**src/rtl/irq_ctrl_if.sv**
```systemverilog
`default_nettype none
// ============================================================================
// Module   : irq_ctrl_if
// Brief    : AXI4 slave bus bundle for the interrupt controller. The
//            controller side uses the slave modport, the bus owner uses the
//            master modport.
// Revision : 1.0 - initial release
// ============================================================================
interface irq_ctrl_if #(
    parameter int WIDTH_ID = 2,
    parameter int WIDTH_DA = 32,
    parameter int WIDTH_AD = 32
);
    // write address channel
    logic [WIDTH_ID-1:0]   S_AXI_AWID;
    logic [WIDTH_AD-1:0]   S_AXI_AWADDR;
    logic [3:0]            S_AXI_AWLEN;
    logic [2:0]            S_AXI_AWSIZE;
    logic [1:0]            S_AXI_AWBURST;
    logic                  S_AXI_AWVALID;
    logic                  S_AXI_AWREADY;
    // write data channel
    logic [WIDTH_DA-1:0]   S_AXI_WDATA;
    logic [WIDTH_DA/8-1:0] S_AXI_WSTRB;
    logic                  S_AXI_WLAST;
    logic                  S_AXI_WVALID;
    logic                  S_AXI_WREADY;
    // write response channel
    logic [WIDTH_ID-1:0]   S_AXI_BID;
    logic [1:0]            S_AXI_BRESP;
    logic                  S_AXI_BVALID;
    logic                  S_AXI_BREADY;
    // read address channel
    logic [WIDTH_ID-1:0]   S_AXI_ARID;
    logic [WIDTH_AD-1:0]   S_AXI_ARADDR;
    logic [3:0]            S_AXI_ARLEN;
    logic [2:0]            S_AXI_ARSIZE;
    logic [1:0]            S_AXI_ARBURST;
    logic                  S_AXI_ARVALID;
    logic                  S_AXI_ARREADY;
    // read data channel
    logic [WIDTH_ID-1:0]   S_AXI_RID;
    logic [WIDTH_DA-1:0]   S_AXI_RDATA;
    logic [1:0]            S_AXI_RRESP;
    logic                  S_AXI_RLAST;
    logic                  S_AXI_RVALID;
    logic                  S_AXI_RREADY;

    modport slave (
        input  S_AXI_AWID, S_AXI_AWADDR, S_AXI_AWLEN, S_AXI_AWSIZE, S_AXI_AWBURST, S_AXI_AWVALID,
        output S_AXI_AWREADY,
        input  S_AXI_WDATA, S_AXI_WSTRB, S_AXI_WLAST, S_AXI_WVALID,
        output S_AXI_WREADY,
        output S_AXI_BID, S_AXI_BRESP, S_AXI_BVALID,
        input  S_AXI_BREADY,
        input  S_AXI_ARID, S_AXI_ARADDR, S_AXI_ARLEN, S_AXI_ARSIZE, S_AXI_ARBURST, S_AXI_ARVALID,
        output S_AXI_ARREADY,
        output S_AXI_RID, S_AXI_RDATA, S_AXI_RRESP, S_AXI_RLAST, S_AXI_RVALID,
        input  S_AXI_RREADY
    );

    modport master (
        output S_AXI_AWID, S_AXI_AWADDR, S_AXI_AWLEN, S_AXI_AWSIZE, S_AXI_AWBURST, S_AXI_AWVALID,
        input  S_AXI_AWREADY,
        output S_AXI_WDATA, S_AXI_WSTRB, S_AXI_WLAST, S_AXI_WVALID,
        input  S_AXI_WREADY,
        input  S_AXI_BID, S_AXI_BRESP, S_AXI_BVALID,
        output S_AXI_BREADY,
        output S_AXI_ARID, S_AXI_ARADDR, S_AXI_ARLEN, S_AXI_ARSIZE, S_AXI_ARBURST, S_AXI_ARVALID,
        input  S_AXI_ARREADY,
        input  S_AXI_RID, S_AXI_RDATA, S_AXI_RRESP, S_AXI_RLAST, S_AXI_RVALID,
        output S_AXI_RREADY
    );
endinterface
`default_nettype wire

```
**src/rtl/irq_ctrl.sv**
```systemverilog
`default_nettype none
// ============================================================================
// Module   : irq_ctrl
// Brief    : AXI4 memory-mapped interrupt controller. Latches source lines as
//            pending, masks them with enables, raises one request to the core
//            and hands sources out through a claim/complete handshake.
//            Map (addr[3:0]): 0x0 PENDING, 0x4 ENABLE, 0x8 CLAIM, 0xC EDGE.
// Revision : 1.0 - initial release
// ============================================================================
module irq_ctrl #(
    parameter int WIDTH_ID = 2,
    parameter int WIDTH_DA = 32,
    parameter int WIDTH_AD = 32,
    parameter int N_SRC    = 8
) (
    input  wire             S_AXI_ACLK,
    input  wire             S_AXI_ARESET,
    irq_ctrl_if.slave       s_axi,
    input  wire [N_SRC-1:0] irq_src_i,
    output logic            irq_o
);

    localparam logic [3:0] c_off_pending = 4'h0;
    localparam logic [3:0] c_off_enable  = 4'h4;
    localparam logic [3:0] c_off_claim   = 4'h8;
    localparam logic [3:0] c_off_edge    = 4'hC;
    localparam logic [1:0] c_resp_okay   = 2'b00;

    localparam logic [1:0] c_w_idle = 2'd0;
    localparam logic [1:0] c_w_data = 2'd1;
    localparam logic [1:0] c_w_resp = 2'd2;
    localparam logic       c_r_idle = 1'b0;
    localparam logic       c_r_data = 1'b1;

    // interrupt state
    logic [N_SRC-1:0]    r_pending;
    logic [N_SRC-1:0]    r_enable;
    logic [N_SRC-1:0]    r_edge;
    logic [N_SRC-1:0]    r_in_service;
    logic [N_SRC-1:0]    r_prev;
    logic                r_irq;

    // write channel
    logic [1:0]          r_wstate;
    logic [1:0]          w_wstate_nxt;
    logic                r_awready;
    logic                r_wready;
    logic                r_bvalid;
    logic [3:0]          r_awaddr;
    logic [WIDTH_ID-1:0] r_awid;

    // read channel
    logic                r_rstate;
    logic                w_rstate_nxt;
    logic                r_arready;
    logic                r_rvalid;
    logic [WIDTH_DA-1:0] r_rdata;
    logic [WIDTH_DA-1:0] w_rdata;
    logic [WIDTH_ID-1:0] r_rid;

    logic                w_aw_hs, w_w_hs, w_b_hs, w_ar_hs, w_r_hs;
    logic                w_wr_enable, w_wr_edge, w_wr_claim, w_claim_rd;
    logic [4:0]          w_cmp_id;
    logic [4:0]          w_claim_id;
    logic [N_SRC-1:0]    w_trig;
    logic [N_SRC-1:0]    w_active;
    logic [N_SRC-1:0]    w_claim_oh;
    logic [N_SRC-1:0]    w_claim_clr;
    logic [N_SRC-1:0]    w_cmp_clr;
    logic                w_unused;

    assign w_aw_hs = s_axi.S_AXI_AWVALID & r_awready;
    assign w_w_hs  = s_axi.S_AXI_WVALID  & r_wready;
    assign w_b_hs  = r_bvalid & s_axi.S_AXI_BREADY;
    assign w_ar_hs = s_axi.S_AXI_ARVALID & r_arready;
    assign w_r_hs  = r_rvalid & s_axi.S_AXI_RREADY;

    // register writes act at the address latched from AW
    assign w_wr_enable = w_w_hs & (r_awaddr == c_off_enable);
    assign w_wr_edge   = w_w_hs & (r_awaddr == c_off_edge);
    assign w_wr_claim  = w_w_hs & (r_awaddr == c_off_claim);
    assign w_cmp_id    = s_axi.S_AXI_WDATA[4:0];

    // a claim is the AR handshake itself, not the later R beat
    assign w_claim_rd  = w_ar_hs & (s_axi.S_AXI_ARADDR[3:0] == c_off_claim);

    // edge mode compares against last cycle; prev is 0 out of reset, so a
    // source held high across reset release counts as a rising edge
    assign w_trig   = irq_src_i & (~r_edge | ~r_prev);
    assign w_active = r_pending & r_enable;

    // lowest-index active source wins the claim
    always_comb begin
        w_claim_oh = '0;
        w_claim_id = '0;
        for (int i = N_SRC - 1; i >= 0; i--) begin
            if (w_active[i]) begin
                w_claim_oh    = '0;
                w_claim_oh[i] = 1'b1;
                w_claim_id    = 5'(i + 1);
            end
        end
    end

    assign w_claim_clr = w_claim_rd ? w_claim_oh : '0;

    // complete decode; IDs 0 and above N_SRC match no source and are dropped
    always_comb begin
        w_cmp_clr = '0;
        for (int i = 0; i < N_SRC; i++) begin
            w_cmp_clr[i] = w_wr_claim & (w_cmp_id == 5'(i + 1));
        end
    end

    // pending/in-service/config state; a claim beats a same-cycle trigger
    always_ff @(posedge S_AXI_ACLK) begin
        if (S_AXI_ARESET) begin
            r_pending    <= '0;
            r_enable     <= '0;
            r_edge       <= '0;
            r_in_service <= '0;
            r_prev       <= '0;
            r_irq        <= 1'b0;
        end else begin
            r_prev       <= irq_src_i;
            r_pending    <= (r_pending | (w_trig & ~r_in_service)) & ~w_claim_clr;
            r_in_service <= (r_in_service & ~w_cmp_clr) | w_claim_clr;
            r_irq        <= |w_active;
            if (w_wr_enable) begin
                r_enable <= s_axi.S_AXI_WDATA[N_SRC-1:0];
            end
            if (w_wr_edge) begin
                r_edge <= s_axi.S_AXI_WDATA[N_SRC-1:0];
            end
        end
    end

    assign irq_o = r_irq;

    // write FSM next-state
    always_comb begin
        w_wstate_nxt = r_wstate;
        case (r_wstate)
            c_w_idle: if (w_aw_hs) w_wstate_nxt = c_w_data;
            c_w_data: if (w_w_hs && s_axi.S_AXI_WLAST) w_wstate_nxt = c_w_resp;
            c_w_resp: if (w_b_hs) w_wstate_nxt = c_w_idle;
            default:  w_wstate_nxt = c_w_idle;
        endcase
    end

    // write FSM state and registered handshake outputs
    always_ff @(posedge S_AXI_ACLK) begin
        if (S_AXI_ARESET) begin
            r_wstate  <= c_w_idle;
            r_awready <= 1'b0;
            r_wready  <= 1'b0;
            r_bvalid  <= 1'b0;
            r_awaddr  <= '0;
            r_awid    <= '0;
        end else begin
            r_wstate  <= w_wstate_nxt;
            r_awready <= (w_wstate_nxt == c_w_idle);
            r_wready  <= (w_wstate_nxt == c_w_data);
            r_bvalid  <= (w_wstate_nxt == c_w_resp);
            if (w_aw_hs) begin
                r_awaddr <= s_axi.S_AXI_AWADDR[3:0];
                r_awid   <= s_axi.S_AXI_AWID;
            end
        end
    end

    assign s_axi.S_AXI_AWREADY = r_awready;
    assign s_axi.S_AXI_WREADY  = r_wready;
    assign s_axi.S_AXI_BVALID  = r_bvalid;
    assign s_axi.S_AXI_BID     = r_awid;
    assign s_axi.S_AXI_BRESP   = c_resp_okay;

    // read data mux; unmapped offsets read 0
    always_comb begin
        w_rdata = '0;
        case (s_axi.S_AXI_ARADDR[3:0])
            c_off_pending: w_rdata = WIDTH_DA'(r_pending);
            c_off_enable:  w_rdata = WIDTH_DA'(r_enable);
            c_off_claim:   w_rdata = WIDTH_DA'(w_claim_id);
            c_off_edge:    w_rdata = WIDTH_DA'(r_edge);
            default:       w_rdata = '0;
        endcase
    end

    // read FSM next-state
    always_comb begin
        w_rstate_nxt = r_rstate;
        case (r_rstate)
            c_r_idle: if (w_ar_hs) w_rstate_nxt = c_r_data;
            c_r_data: if (w_r_hs)  w_rstate_nxt = c_r_idle;
            default:  w_rstate_nxt = c_r_idle;
        endcase
    end

    // read FSM state, registered handshake outputs and held read beat
    always_ff @(posedge S_AXI_ACLK) begin
        if (S_AXI_ARESET) begin
            r_rstate  <= c_r_idle;
            r_arready <= 1'b0;
            r_rvalid  <= 1'b0;
            r_rdata   <= '0;
            r_rid     <= '0;
        end else begin
            r_rstate  <= w_rstate_nxt;
            r_arready <= (w_rstate_nxt == c_r_idle);
            r_rvalid  <= (w_rstate_nxt == c_r_data);
            if (w_ar_hs) begin
                r_rdata <= w_rdata;
                r_rid   <= s_axi.S_AXI_ARID;
            end
        end
    end

    assign s_axi.S_AXI_ARREADY = r_arready;
    assign s_axi.S_AXI_RVALID  = r_rvalid;
    assign s_axi.S_AXI_RDATA   = r_rdata;
    assign s_axi.S_AXI_RID     = r_rid;
    assign s_axi.S_AXI_RLAST   = r_rvalid;
    assign s_axi.S_AXI_RRESP   = c_resp_okay;

    // burst attributes, strobes and upper address/data bits carry no meaning here
    assign w_unused = &{1'b0,
                        s_axi.S_AXI_AWLEN, s_axi.S_AXI_AWSIZE, s_axi.S_AXI_AWBURST,
                        s_axi.S_AXI_AWADDR[WIDTH_AD-1:0], s_axi.S_AXI_WSTRB,
                        s_axi.S_AXI_WDATA, s_axi.S_AXI_ARLEN, s_axi.S_AXI_ARSIZE,
                        s_axi.S_AXI_ARBURST, s_axi.S_AXI_ARADDR[WIDTH_AD-1:0]};

endmodule
`default_nettype wire

```
**src/flat_wrapper.sv**
```systemverilog
// flat-port wrapper written by rule: the top's interface ports become plain ports
module irq_ctrl_flat 
#(
    parameter int WIDTH_ID = 2,
    parameter int WIDTH_DA = 32,
    parameter int WIDTH_AD = 32,
    parameter int N_SRC    = 8
)
  (S_AXI_ACLK, S_AXI_ARESET, irq_src_i, irq_o, s_axi_S_AXI_AWID, s_axi_S_AXI_AWADDR, s_axi_S_AXI_AWLEN, s_axi_S_AXI_AWSIZE, s_axi_S_AXI_AWBURST, s_axi_S_AXI_AWVALID, s_axi_S_AXI_AWREADY, s_axi_S_AXI_WDATA, s_axi_S_AXI_WSTRB, s_axi_S_AXI_WLAST, s_axi_S_AXI_WVALID, s_axi_S_AXI_WREADY, s_axi_S_AXI_BID, s_axi_S_AXI_BRESP, s_axi_S_AXI_BVALID, s_axi_S_AXI_BREADY, s_axi_S_AXI_ARID, s_axi_S_AXI_ARADDR, s_axi_S_AXI_ARLEN, s_axi_S_AXI_ARSIZE, s_axi_S_AXI_ARBURST, s_axi_S_AXI_ARVALID, s_axi_S_AXI_ARREADY, s_axi_S_AXI_RID, s_axi_S_AXI_RDATA, s_axi_S_AXI_RRESP, s_axi_S_AXI_RLAST, s_axi_S_AXI_RVALID, s_axi_S_AXI_RREADY);
  irq_ctrl_if #(.WIDTH_ID(WIDTH_ID), .WIDTH_DA(WIDTH_DA), .WIDTH_AD(WIDTH_AD)) s_axi_i ();
  input  wire S_AXI_ACLK;
  input  wire S_AXI_ARESET;
  input  wire [N_SRC-1:0] irq_src_i;
  output logic irq_o;
  input wire logic [$bits(s_axi_i.S_AXI_AWID)-1:0] s_axi_S_AXI_AWID;
  input wire logic [$bits(s_axi_i.S_AXI_AWADDR)-1:0] s_axi_S_AXI_AWADDR;
  input wire logic [$bits(s_axi_i.S_AXI_AWLEN)-1:0] s_axi_S_AXI_AWLEN;
  input wire logic [$bits(s_axi_i.S_AXI_AWSIZE)-1:0] s_axi_S_AXI_AWSIZE;
  input wire logic [$bits(s_axi_i.S_AXI_AWBURST)-1:0] s_axi_S_AXI_AWBURST;
  input wire logic [$bits(s_axi_i.S_AXI_AWVALID)-1:0] s_axi_S_AXI_AWVALID;
  output wire logic [$bits(s_axi_i.S_AXI_AWREADY)-1:0] s_axi_S_AXI_AWREADY;
  input wire logic [$bits(s_axi_i.S_AXI_WDATA)-1:0] s_axi_S_AXI_WDATA;
  input wire logic [$bits(s_axi_i.S_AXI_WSTRB)-1:0] s_axi_S_AXI_WSTRB;
  input wire logic [$bits(s_axi_i.S_AXI_WLAST)-1:0] s_axi_S_AXI_WLAST;
  input wire logic [$bits(s_axi_i.S_AXI_WVALID)-1:0] s_axi_S_AXI_WVALID;
  output wire logic [$bits(s_axi_i.S_AXI_WREADY)-1:0] s_axi_S_AXI_WREADY;
  output wire logic [$bits(s_axi_i.S_AXI_BID)-1:0] s_axi_S_AXI_BID;
  output wire logic [$bits(s_axi_i.S_AXI_BRESP)-1:0] s_axi_S_AXI_BRESP;
  output wire logic [$bits(s_axi_i.S_AXI_BVALID)-1:0] s_axi_S_AXI_BVALID;
  input wire logic [$bits(s_axi_i.S_AXI_BREADY)-1:0] s_axi_S_AXI_BREADY;
  input wire logic [$bits(s_axi_i.S_AXI_ARID)-1:0] s_axi_S_AXI_ARID;
  input wire logic [$bits(s_axi_i.S_AXI_ARADDR)-1:0] s_axi_S_AXI_ARADDR;
  input wire logic [$bits(s_axi_i.S_AXI_ARLEN)-1:0] s_axi_S_AXI_ARLEN;
  input wire logic [$bits(s_axi_i.S_AXI_ARSIZE)-1:0] s_axi_S_AXI_ARSIZE;
  input wire logic [$bits(s_axi_i.S_AXI_ARBURST)-1:0] s_axi_S_AXI_ARBURST;
  input wire logic [$bits(s_axi_i.S_AXI_ARVALID)-1:0] s_axi_S_AXI_ARVALID;
  output wire logic [$bits(s_axi_i.S_AXI_ARREADY)-1:0] s_axi_S_AXI_ARREADY;
  output wire logic [$bits(s_axi_i.S_AXI_RID)-1:0] s_axi_S_AXI_RID;
  output wire logic [$bits(s_axi_i.S_AXI_RDATA)-1:0] s_axi_S_AXI_RDATA;
  output wire logic [$bits(s_axi_i.S_AXI_RRESP)-1:0] s_axi_S_AXI_RRESP;
  output wire logic [$bits(s_axi_i.S_AXI_RLAST)-1:0] s_axi_S_AXI_RLAST;
  output wire logic [$bits(s_axi_i.S_AXI_RVALID)-1:0] s_axi_S_AXI_RVALID;
  input wire logic [$bits(s_axi_i.S_AXI_RREADY)-1:0] s_axi_S_AXI_RREADY;
  assign s_axi_i.S_AXI_AWID = s_axi_S_AXI_AWID;
  assign s_axi_i.S_AXI_AWADDR = s_axi_S_AXI_AWADDR;
  assign s_axi_i.S_AXI_AWLEN = s_axi_S_AXI_AWLEN;
  assign s_axi_i.S_AXI_AWSIZE = s_axi_S_AXI_AWSIZE;
  assign s_axi_i.S_AXI_AWBURST = s_axi_S_AXI_AWBURST;
  assign s_axi_i.S_AXI_AWVALID = s_axi_S_AXI_AWVALID;
  assign s_axi_S_AXI_AWREADY = s_axi_i.S_AXI_AWREADY;
  assign s_axi_i.S_AXI_WDATA = s_axi_S_AXI_WDATA;
  assign s_axi_i.S_AXI_WSTRB = s_axi_S_AXI_WSTRB;
  assign s_axi_i.S_AXI_WLAST = s_axi_S_AXI_WLAST;
  assign s_axi_i.S_AXI_WVALID = s_axi_S_AXI_WVALID;
  assign s_axi_S_AXI_WREADY = s_axi_i.S_AXI_WREADY;
  assign s_axi_S_AXI_BID = s_axi_i.S_AXI_BID;
  assign s_axi_S_AXI_BRESP = s_axi_i.S_AXI_BRESP;
  assign s_axi_S_AXI_BVALID = s_axi_i.S_AXI_BVALID;
  assign s_axi_i.S_AXI_BREADY = s_axi_S_AXI_BREADY;
  assign s_axi_i.S_AXI_ARID = s_axi_S_AXI_ARID;
  assign s_axi_i.S_AXI_ARADDR = s_axi_S_AXI_ARADDR;
  assign s_axi_i.S_AXI_ARLEN = s_axi_S_AXI_ARLEN;
  assign s_axi_i.S_AXI_ARSIZE = s_axi_S_AXI_ARSIZE;
  assign s_axi_i.S_AXI_ARBURST = s_axi_S_AXI_ARBURST;
  assign s_axi_i.S_AXI_ARVALID = s_axi_S_AXI_ARVALID;
  assign s_axi_S_AXI_ARREADY = s_axi_i.S_AXI_ARREADY;
  assign s_axi_S_AXI_RID = s_axi_i.S_AXI_RID;
  assign s_axi_S_AXI_RDATA = s_axi_i.S_AXI_RDATA;
  assign s_axi_S_AXI_RRESP = s_axi_i.S_AXI_RRESP;
  assign s_axi_S_AXI_RLAST = s_axi_i.S_AXI_RLAST;
  assign s_axi_S_AXI_RVALID = s_axi_i.S_AXI_RVALID;
  assign s_axi_i.S_AXI_RREADY = s_axi_S_AXI_RREADY;
  irq_ctrl #(.WIDTH_ID(WIDTH_ID), .WIDTH_DA(WIDTH_DA), .WIDTH_AD(WIDTH_AD), .N_SRC(N_SRC)) u_core (.S_AXI_ACLK(S_AXI_ACLK), .S_AXI_ARESET(S_AXI_ARESET), .s_axi(s_axi_i), .irq_src_i(irq_src_i), .irq_o(irq_o));
endmodule
```
**config.mk**
```make
export PLATFORM = sky130hd
export DESIGN_NAME = irq_ctrl_flat
export DESIGN_NICKNAME = d
export VERILOG_FILES = /design/src/rtl/irq_ctrl_if.sv /design/src/rtl/irq_ctrl.sv /design/src/flat_wrapper.sv
export SDC_FILE = /design/constraint.sdc
export NUM_CORES = 1
export LEC_CHECK = 0
export BUFFER_PORTS_ARGS = -buffer_cell sky130_fd_sc_hd__buf_2
export CORE_MARGIN = 3
export CORE_UTILIZATION = 35
export DETAILED_ROUTE_END_ITERATION = 10
export PLACE_DENSITY = 0.68
export SYNTH_ARGS = -nofsm -noshare
export SYNTH_HDL_FRONTEND = slang
export SYNTH_SLANG_ARGS = --single-unit
```
**constraint.sdc**
```tcl
create_clock -name S_AXI_ACLK -period 4.5 [get_ports S_AXI_ACLK]
set_input_delay 0.9 -clock S_AXI_ACLK [delete_from_list [all_inputs] [get_ports S_AXI_ACLK]]
set_output_delay 0.9 -clock S_AXI_ACLK [all_outputs]
set_load 0.005 [all_outputs]
```
# After elaboration in Yosys (flattened, before gate mapping)
# Cells that the tools add are included.
# word_totals
in_bits,138
regBits,88
# op_classes
muxes,25
n_eq_ne,18
n_reduce_logical,5
bitwise_logic,32
# op_table
cell,count
two-way mux 8 bit,9
AND 8 bit,5
NOT 8 bit,5
two-way mux 5 bit,7
case mux 8 bit (4 select lines),1
bitwise OR 8 bit,3
equality test 5 x 3 -> 1 bit (second input constant),4
AND 1 bit,17
equality test 4 bit (second input constant),4
equality test 5 x 2 -> 1 bit (second input constant),2
equality test 4 x 3 -> 1 bit (second input constant),2
OR reduction 8 bit,1
two-way mux 2 bit,3
case mux 2 bit (3 select lines),1
equality test 5 x 1 -> 1 bit (second input constant),1
equality test 5 x 4 -> 1 bit (second input constant),1
equality test 2 x 1 -> 1 bit (second input constant),2
equality test 2 bit (second input constant),2
logical NOT 2 bit,2
logical NOT 4 bit,1
two-way mux 4 bit,1
two-way mux 1 bit,2
NOT 1 bit,2
case mux 1 bit (2 select lines),1
logical AND 1 bit,1

# Longest topological paths before layout
# depth
word_depth,12
depth_mapped,5

# Worst setup path after synthesis
# Ideal clock, no wire load.
# synth_path
path_type,in2reg
from,in s_axi_S_AXI_ARADDR[0]
to,reg u_core.r_pending[4]
arrival_time_ps,1925
setup_ps,115
n_path_buf,1
required_time_ps,4385
setup_slack_ps,2460
stages,5
path_cell_list,and4bb_2 clkbuf_1 and3_2 nand4_1 and2_1
# synth_between
elab_chain_cells,5
# synth_rtl
element,line_no,text
start: declaration,flat_wrapper.sv:32,input wire logic [$bits(s_axi_i.S_AXI_ARADDR)-1:0] s_axi_S_AXI_ARADDR;
equality test 4 bit,irq_ctrl.sv:85,assign w_claim_rd = w_ar_hs & (s_axi.S_AXI_ARADDR[3:0] == c_off_claim);
AND 1 bit,irq_ctrl.sv:85,
two-way mux 8 bit,irq_ctrl.sv:105,assign w_claim_clr = w_claim_rd ? w_claim_oh : '0;
NOT 8 bit,irq_ctrl.sv:126,r_pending <= (r_pending | (w_trig & ~r_in_service)) & ~w_claim_clr;
AND 8 bit,irq_ctrl.sv:126,
end signal: assignment,irq_ctrl.sv:126,
end: declaration,irq_ctrl.sv:36,logic [N_SRC-1:0] r_pending;
# Every way passes these cells.
# A chain may end at the register's enable or synchronous reset.

# Worst setup path after layout
# layout_path
from,in s_axi_S_AXI_ARADDR[3]
to,reg u_core.r_rdata[0] (netlist: u_core.s_axi.S_AXI_RDATA[0])
# layout_between
elab_chain_cells,2
elab_cells_between_ends,5
classes_between,eq/ne: 3; mux: 1; reduce/logical: 1
# layout_rtl
element,line_no,text
equality test 4 bit (tied with other cells),irq_ctrl.sv:181,case (s_axi.S_AXI_ARADDR[3:0])
case mux 8 bit (4 select lines) (*),irq_ctrl.sv:181,
end signal: assignment,irq_ctrl.sv:213,r_rdata <= w_rdata;
end: declaration,irq_ctrl.sv:57,logic [WIDTH_DA-1:0] r_rdata;
# Mark *: on every way between the ends. The rest lies on a longest branch, timed or not.

==> results.md <==
- Largest family of logic cells by synthesized area: simple AND/OR/NAND/NOR gates
- Chip Width: 96.7 µm
- Mapped Cells: 327
- Status: completed
- Post_cts resized: 0
- Area leader, netlist: dfxtp_1
- Mux share of post-synthesis cell area: 9.04%
- Ys flop type: dfxtp_1
- Yosys reg bits: 64
- Gr usage total: 14.7%
- Reg area: 1280 µm²
- Clk_lat worst skew: 0.34 ns
- Minimum clock period: 2.29 ns
- Commonest cells in the netlist: 64 x dfxtp_1, 36 x nor2_1, 29 x buf_4
- Final setup fails: 0
- Via/cell ratio: 5.02
- R2r setup slk: 2.66 ns
- Fin util: 42.2%
- Max H-tree Level: 3
- Synth Area in Compound Gates: 14.8%
- Yosys warns: 0
- Skew final: 0.0110 ns
- Syn_area_per_cell: 8.81 µm²
- Min-delay src: u_core.s_axi.S_AXI_RID[1]
- Tcrit/Tclk final: 51.0%
- Reg-to-Reg End: u_core.r_pending[5]
- Area occupied by multi-input gates: 1390 µm²
- Post-synth cell types: 43
- Root Buffer: clkbuf_8
- Maximum fanout along the worst path: 11
- Fraction of the mapped netlist area in simple logic gates: 20.6%
- Type of the worst setup path: in -> reg
- Hold path depth: 2
- Total wire length: 6.75 mm
- Pwr dens: 358 nW/µm²
- RSZ-0062 raised after global routing: false
- Detail Placement HPWL: 4.85 mm
- Core area: 7850 µm²
- Detailed Routing Iterations Pass 1: 5
- Number of antenna violations at the first check in global routing: 0
- Depth of the worst register-to-register path: 4
- Starting Density: 36.7%
- Maximum vdd drop: 0.000135 V
- TritonCTS Buffers: 9
- Max clock buf depth: 2
- Reg clk slew, reported paths: 0.07 ns
- Global route overflow: 0
- Worst R2R Start: u_core.r_pending[2]
- Min-Delay Path Class: reg -> reg
- Largest net degree at the start of global routing: 51
- Final Slew Violations: 0
- Post-Syn Area: 2880 µm²
- Worst-Margin Slew: 0.852 ns
- I/O pins: 185
- Sink Count: 64
- Nets@finish: 514
- Worst Hold End: u_core.s_axi.S_AXI_RID[1]
- DRC Markers: 0
- Placer congestion estimate: 0.892
- PortBufs: 54
- Final ANT Viol Nets: 0
- Vias after detailed routing: 2,424
- Wirelength per Cell: 14.0 µm
- Max-cap check violation count: 0
- Row cnt: 32
- Setup TNS: 0 ns
- Post-synth EDFFs: 0
- Crit path launch type: input pin
- Leakage: 1.34 nW
- Initial drt markers: 205
- Worst setup EP type: register
- Synth top area cells: dfxtp_1 44%, buf_4 7.6%, mux2i_1 5.9%
- Vias in the first global route: 2,234
- Area grow syn2layout: 15.0%
- Sequential element share of the synthesized area: 44.5%
- Worst EP arrival: 2.54 ns
- Die H: 96.7 µm
- Critical Path RT: 4.75 ns
- Total design power: 1.19 mW
- First-pass GRT wire length: 11.1 mm
- Fmax: 436 MHz
- Slew headroom: 42.4%
- Hold Vio Cnt, Final: 0
- Die ar.: 9350 µm²
- Share of cells above drive strength 1: 22.3%
- Postcts setup bufs: 0
- Diode count: 0
- Synth Area in XOR/XNOR: 0%
- Fillers: 789
- Top cell type's share of synthesized area: 44.5%
- Post-CTS Hold Buffers: 0
- Asr flop ratio synth: 0%
- Final Non-Filler Cells: 483
- Placed cells: 467
- Area share of fa/ha/maj cells after synthesis: 0%
- CTS tree: yes
- Count leader, synth: dfxtp_1
## placed cells by master (no fill, tap or decap), types with 2 or more instances in the layout
master	count
dfxtp_1	64
buf_2	54
nor2_1	36
conb_1	28
nand2_1	27
a21oi_1	23
mux2i_1	17
nand3_1	13
clkbuf_8	11
nor2b_1	10
inv_1	9
a31oi_1	8
mux2_2	8
o21ai_0	7
and2_1	7
a22oi_1	6
a222oi_1	5
nand4_1	5
a211oi_1	5
nor3_1	4
a22o_1	4
nand3b_1	3
and4bb_2	2
nor4b_1	2
clkinv_2	2
clkinvlp_4	2
## worst max-delay path, cell delays in order
cell      delay [ns]
buf_2           0.25
nor4b_1         0.74
o21ai_0         0.20
a41o_1          0.25
a211oi_1        0.21
## power by group
group          leakage (nW)  internal, mW  switching [mW]
clock network         0.101         0.284           0.221
logic                 0.721        0.0340          0.0498
registers             0.522         0.583          0.0142
## worst max-delay path by stage
| stage | from | endpoint | slack (ns) | depth (start not counted) |
|---|---|---|---|---|
| finish | s_axi_S_AXI_ARADDR[3] | u_core.s_axi.S_AXI_RDATA[0] | 2.21 | 5 |
| global route | s_axi_S_AXI_ARADDR[3] | u_core.s_axi.S_AXI_RDATA[0] | 2.07 | 5 |
| detailed placement | s_axi_S_AXI_ARADDR[3] | u_core.s_axi.S_AXI_RDATA[0] | 1.90 | 5 |
| CTS | s_axi_S_AXI_ARADDR[3] | u_core.s_axi.S_AXI_RDATA[3] | 2.27 | 5 |
| global placement | s_axi_S_AXI_ARADDR[3] | u_core.s_axi.S_AXI_RDATA[3] | 1.93 | 5 |
| floorplan | s_axi_S_AXI_ARADDR[0] | u_core.r_pending[4] | 2.46 | 5 |
## flip-flops by register name, indices dropped and copies added, names as in the netlist, 2 cells and up
register and count:
u_core.r_wstate 2, u_core.r_in_service 8, u_core.r_prev 8, u_core.s_axi.S_AXI_RID 2, u_core.r_enable 8, u_core.r_awaddr 4, u_core.r_pending 8, u_core.s_axi.S_AXI_BID 2
u_core.s_axi.S_AXI_RDATA 8, u_core.r_edge 8
## cell families after synthesis
| kind of cell | count (synthesis) |
|---|---|
| multiplexers | 25 |
| flip-flops | 64 |
| AND/OR/NAND/NOR | 119 |
| AO/OA/AOI/OAI | 65 |
| other | 1 |
| buffers and inverters | 53 |
## metal layers
| layer | track usage (%) | share of wire [%] | up-vias |
|---|---|---|---|
| met1 | 19.6 | 48 | 1135 |
| met5 | 0 | 0 | - |
| li1 | - | - | 1191 |
| met2 | 21.5 | 44 | 87 |
| met4 | 7.99 | 1.8 | 0 |
| met3 | 3.82 | 6.0 | 11 |
## stage by stage
stage / hold slack, ns / area, µm² / setup WS (ns)
2_1_floorplan: 0.432 / 2980 / 2.46
3_3_place_gp: 0.441 / 3110 / 1.93
3_5_place_dp: 0.447 / 3110 / 1.90
4_1_cts: 0.456 / 3310 / 2.27
5_1_grt: 0.475 / 3310 / 2.07
6_report: 0.455 / 3310 / 2.21
## cell type report
class | count | share of cell area, %
clock buffer | 11 | 4.57
clock inverter | 5 | 1.66
inverter | 9 | 1.02
multi-input combinational | 237 | 41.8
sequential | 64 | 38.7
tap | 102 | 3.85
timing repair buffer | 55 | 8.38
Note: power is estimated with default switching activity, not from simulation.
